### src/rtl/motor_pwm_ramp.sv
// Multi-channel motor PWM with slew-limited duty ramp, safe direction
// reversal through zero duty and per-channel brake on a shared period.
module motor_pwm_ramp #(
    parameter int CLK_HZ = 100_000_000,
    parameter int PWM_HZ = 25_000,
    parameter int CH     = 2,
    parameter int DUTY_W = 10,
    parameter int STEP   = 8
) (
    input  logic                 clk,
    input  logic                 reset,
    input  logic                 en,
    input  logic [CH*DUTY_W-1:0] target_duty,
    input  logic [CH-1:0]        dir_cmd,
    input  logic [CH-1:0]        brake,
    output logic [CH-1:0]        pwm,
    output logic [CH-1:0]        dir,
    output logic [CH*DUTY_W-1:0] cur_duty,
    output logic                 period_tick,
    output logic [CH-1:0]        settled
);

    localparam int PERIOD = CLK_HZ / PWM_HZ;
    localparam int CW     = $clog2(PERIOD + 1);
    localparam int PW     = CW + DUTY_W;
    localparam int RW     = DUTY_W + 1;

    localparam logic [RW-1:0] STEP_R   = RW'(STEP);
    localparam logic [PW-1:0] PERIOD_P = PW'(PERIOD);
    localparam logic [CW-1:0] LAST     = CW'(PERIOD - 1);

    logic [CW-1:0]     count;
    logic [CW-1:0]     count_nxt;
    logic              boundary;
    logic [CW-1:0]     thr      [CH];
    logic [CW-1:0]     thr_nxt  [CH];
    logic [PW-1:0]     prod     [CH];
    logic [RW-1:0]     cur_x    [CH];
    logic [RW-1:0]     tgt_x    [CH];
    logic [RW-1:0]     ramp     [CH];
    logic [CH-1:0]     dir_nxt;
    logic [CH-1:0]     settled_nxt;

    assign boundary = en && (count == LAST);

    always_comb begin
        count_nxt   = (count == LAST) ? '0 : count + CW'(1);
        dir_nxt     = dir;
        settled_nxt = '0;
        for (int i = 0; i < CH; i++) begin
            cur_x[i]   = {1'b0, cur_duty[i*DUTY_W +: DUTY_W]};
            tgt_x[i]   = {1'b0, target_duty[i*DUTY_W +: DUTY_W]};
            prod[i]    = PERIOD_P * PW'(cur_duty[i*DUTY_W +: DUTY_W]);
            thr_nxt[i] = prod[i][PW-1:DUTY_W];
            ramp[i]    = cur_x[i];
            settled_nxt[i] = (cur_x[i] == tgt_x[i]) &&
                             (dir[i] == dir_cmd[i]) && !brake[i];
            // Reversal: bleed duty to zero before the direction may flip
            if (dir_cmd[i] != dir[i]) begin
                if (cur_x[i] != '0)
                    ramp[i] = (cur_x[i] > STEP_R) ? cur_x[i] - STEP_R : '0;
                else
                    dir_nxt[i] = dir_cmd[i];
            end else if (tgt_x[i] > cur_x[i]) begin
                ramp[i] = (cur_x[i] + STEP_R > tgt_x[i]) ?
                          tgt_x[i] : cur_x[i] + STEP_R;
            end else if (tgt_x[i] < cur_x[i]) begin
                ramp[i] = (cur_x[i] > tgt_x[i] + STEP_R) ?
                          cur_x[i] - STEP_R : tgt_x[i];
            end
        end
    end

    always_ff @(posedge clk or posedge reset) begin
        if (reset) begin
            count       <= '0;
            period_tick <= 1'b0;
            pwm         <= '0;
            dir         <= '1;
            cur_duty    <= '0;
            settled     <= '0;
            for (int i = 0; i < CH; i++)
                thr[i] <= '0;
        end else begin
            settled <= settled_nxt;
            if (!en) begin
                count       <= '0;
                period_tick <= 1'b0;
                pwm         <= '0;
                cur_duty    <= '0;
                for (int i = 0; i < CH; i++)
                    thr[i] <= '0;
            end else begin
                count       <= count_nxt;
                period_tick <= (count_nxt == LAST);
                for (int i = 0; i < CH; i++) begin
                    if (brake[i]) begin
                        pwm[i]                      <= 1'b0;
                        cur_duty[i*DUTY_W +: DUTY_W] <= '0;
                        thr[i]                      <= '0;
                    end else begin
                        pwm[i] <= (count < thr[i]);
                        // Threshold takes the pre-update duty at the boundary
                        if (boundary) begin
                            thr[i]                      <= thr_nxt[i];
                            cur_duty[i*DUTY_W +: DUTY_W] <= ramp[i][DUTY_W-1:0];
                            dir[i]                      <= dir_nxt[i];
                        end
                    end
                end
            end
        end
    end

endmodule
### config.mk
export PLATFORM = sky130hd
export DESIGN_NAME = motor_pwm_ramp
export DESIGN_NICKNAME = d
export VERILOG_FILES = /design/src/rtl/motor_pwm_ramp.sv
export SDC_FILE = /design/constraint.sdc
export NUM_CORES = 1
export LEC_CHECK = 0
export ABC_AREA = 1
export CAP_MARGIN = 10
export CORE_MARGIN = 2
export CORE_UTILIZATION = 60
export CTS_CLUSTER_SIZE = 10
export DETAILED_ROUTE_END_ITERATION = 6
export DONT_BUFFER_PORTS = 1
export PLACE_DENSITY = 0.79
export SYNTH_ARGS = -nofsm -noshare
export SYNTH_HDL_FRONTEND = slang
export SYNTH_SLANG_ARGS = --single-unit
### constraint.sdc
create_clock -name clk -period 4.25 [get_ports clk]
set_clock_uncertainty 0.15 [all_clocks]
set_input_delay 0.85 -clock clk [delete_from_list [all_inputs] [get_ports clk]]
set_output_delay 0.85 -clock clk [all_outputs]
set_load 0.01 [all_outputs]
==> results.sh <==
export IMPL_diodes=0
export IMPL_max_freq_mhz=243
export IMPL_synth_area_um2=9930
export IMPL_core_um2=16300
export IMPL_wl_per_cell_um=15.9
export IMPL_grt_max_degree=50
export IMPL_yosysSeqAreaShare_pct=15.9
export IMPL_holdWs_ps=147
export IMPL_cp_arrival_ps=4190
export IMPL_drv_cap=0
export IMPL_yosys_warnings=0
export IMPL_ys_flop_type="dfrtp_1"
export IMPL_cp_buffers_inverters=3
export IMPL_area_growth_pct=10.6
export IMPL_worstRegToRegCells=17
export IMPL_synth_top_area_share_pct=22.7
export IMPL_path_clk_slew_ps=60
export IMPL_synth_area_leader_cell="ha_1"
export IMPL_p_leak_nw=5.96
export IMPL_status="completed"
export IMPL_grt_usage_pct=29.8
export IMPL_cts_root_buf="clkbuf_16"
export IMPL_critPathSlowestCell="fa_2"
export IMPL_finalCritPeriodShare_pct=96.8
export IMPL_setup_viol_count_final=0
export IMPL_die_area_um2=17600
export IMPL_ff2ff_setup_slack_ps=130
export IMPL_rows=47
export IMPL_dr_total_vias=8922
export IMPL_clockBufferDepth=2
export IMPL_syn_inst=1329
export IMPL_synth_most_common_cell="nand2_1"
export IMPL_drtPass1Iterations=5
export IMPL_hpwl_um=20700
export IMPL_p_per_area_nw_per_um2=370
export IMPL_io_buffer_count=0
export IMPL_finalWirelength_um=25700
export IMPL_synth_seq_cells=63
export IMPL_slew_headroom_pct=59.8
export IMPL_io_pins=54
export IMPL_end_kind="flip-flop"
export IMPL_die_w_um=133
export IMPL_critPathMaxFanout=5
export IMPL_start_kind="flip-flop"
export IMPL_clkSinkCount=63
export IMPL_yosysUniqueCellTypes=53
export IMPL_hold_class="in2async"
export IMPL_finalHoldViolCount=0
export IMPL_fin_crit_ps=4120
export IMPL_grt_first_pass_wirelength_um=42200
export IMPL_cts_buffers_inserted=9
export IMPL_path_cells="buf_4 -> fa_2 -> xor2_1 -> ha_1 -> inv_1 -> fa_1 -> fa_1 -> inv_1 -> ha_2 -> a21oi_2 -> o21ai_1 -> a21o_1 -> nand2_1 -> nand2_1 -> or2_0 -> nand3_1 -> o21ai_1"
export IMPL_async_flop_share_pct=100
export IMPL_worst_slew_pin_slew_ps=602
export IMPL_fp_dieH_um=133
export IMPL_gp_congestion=0.955
export IMPL_fin_cells=1611
export IMPL_yosys_top_cells_area="ha_1, dfrtp_1, nand2_1"
export IMPL_final_antenna_net_count=0
export IMPL_yosys_top_cells_count="nand2_1, inv_1, ha_1"
export IMPL_crit_required_ps=4320
export IMPL_grt_ovfl_total=0
export IMPL_place_inst=1586
export IMPL_drtIter0Drc=574
export IMPL_critPathMaxStageDelay_ps=570
export IMPL_path_delay_family="adder cells"
export IMPL_post_synth_cell_area_avg_um2=7.47
export IMPL_synthesis_nets=1592
export IMPL_viasPerCell=5.54
export IMPL_antenna_found_initial=0
export IMPL_drive_gt1_share_pct=13.3
export IMPL_nNetsFinal=1649
export IMPL_synth_edf_count=0
export IMPL_cts_tree="yes"
export IMPL_drc_errors=0
export IMPL_criticalPathCategory="reg2reg"
export IMPL_cts_htree_levels=3
export IMPL_worst_path_stages=17
export IMPL_worstSkewPairLatency_ps=350
export IMPL_start_util_pct=60.7
export IMPL_fin_total_pwr_mw=4.07
export IMPL_finalMaxSlewViolations=0
export IMPL_grt_pass1_vias=8628
export IMPL_ir_drop_v=0.000246
export IMPL_rsz0062_at_grt="true"
==> what timing repair did <==
item,CTS,global route
gates resized for setup,0,36
setup endpoints to repair,1,14
buffers inserted,2,6
pin swaps,0,3
hold buffers,0,0
==> cell families after synthesis <==
group | synth area share, %
xor+xnor | 3.95
mux | 0.227
fa+ha+maj | 34.0
simple gates | 28.3
buf+inv | 9.34
compound gates | 8.33
flops | 15.9
==> stage by stage <==
| stage | TNS, ps | util [%] | area [µm²] | setup slack [ps] |
|---|---|---|---|---|
| final | 0 | 67.2 | 11000 | 135 |
| after global routing | -125 | 67.2 | 11000 | -59.0 |
| after CTS | 0 | 66.1 | 10800 | 35.3 |
| after detailed placement | 0 | 64.2 | 10500 | 23.9 |
| after global placement | 0 | 64.2 | 10500 | 155 |
| after floorplan | 0 | - | 9930 | 21.1 |
==> state kept, by name (all words and copies together) (netlist names) <==
name	count
thr	24
period_tick	1
count	12
settled	2
cur_duty	20
dir	2
pwm	2
==> cell usage in the layout (no fill, tap or decap), types with 6 or more instances in the layout <==
cell,netlist,layout
nor2_4,9,9
xnor2_1,9,9
o22ai_1,9,9
nand4_1,9,9
dfrtp_1,61,58
o21bai_1,7,7
o21ai_0,21,18
inv_2,14,21
inv_1,228,219
a21oi_1,72,62
nor2_1,81,79
fa_1,56,55
buf_4,0,49
ha_1,180,174
nand3_2,6,6
clkbuf_16,0,9
nor3_2,4,6
o21ai_1,14,17
a21oi_2,1,11
nor2_2,5,7
nor3_1,13,11
nand2_2,12,13
nand2_1,306,305
nand3_1,117,117
xor2_1,32,32
nand2_4,13,13
==> power breakdown <==
part | switching [mW] | leakage [nW] | internal (mW)
Sequential | 0.0219 | 0.858 | 0.626
Clock | 0.314 | 0.149 | 0.473
Combinational | 1.67 | 4.95 | 0.964
Total | 2.00 | 5.96 | 2.06
==> final timing paths <==
| kind | start | endpoint |
|---|---|---|
| worst max register to register | cur_duty[2] | thr[18] |
| worst max-delay path | cur_duty[2] | thr[18] |
| max in group asynchronous | reset | dir[1] |
| worst min register to register | thr[0] | thr[0] |
| worst min-delay path | reset | count[7] |
| min in group clk | thr[0] | thr[0] |
==> area by class of cell <==
class                           count  area [µm²]
Clock buffer                       10         239
Clock inverter                      6        68.8
Fill cell                        1443        5370
Inverter                          242         916
Multi-Input combinational cell   1020        7510
Sequential cell                    63        1580
Tap cell                          220         275
Timing Repair Buffer               50         388
==> worst register-to-register path, stage by stage, from the launching register on <==
cell	delay [ps]
dfrtp_1	410
buf_4	160
fa_2	570
xor2_1	160
ha_1	250
inv_1	80
fa_1	440
fa_1	510
inv_1	40
ha_2	320
a21oi_2	170
o21ai_1	90
a21o_1	180
nand2_1	60
nand2_1	60
or2_0	200
nand3_1	70
o21ai_1	70
==> routing by layer <==
metal,GRT usage [%],share of wire (%),wire [µm],vias to the layer above
met2,48.2,47,12000,337
li1,-,-,-,4377
met5,0,0,0,-
met3,5.13,7.5,1930,62
met1,40.1,43,11000,4146
met4,11.5,2.8,722,0
Power figures use the tool's default switching activity.
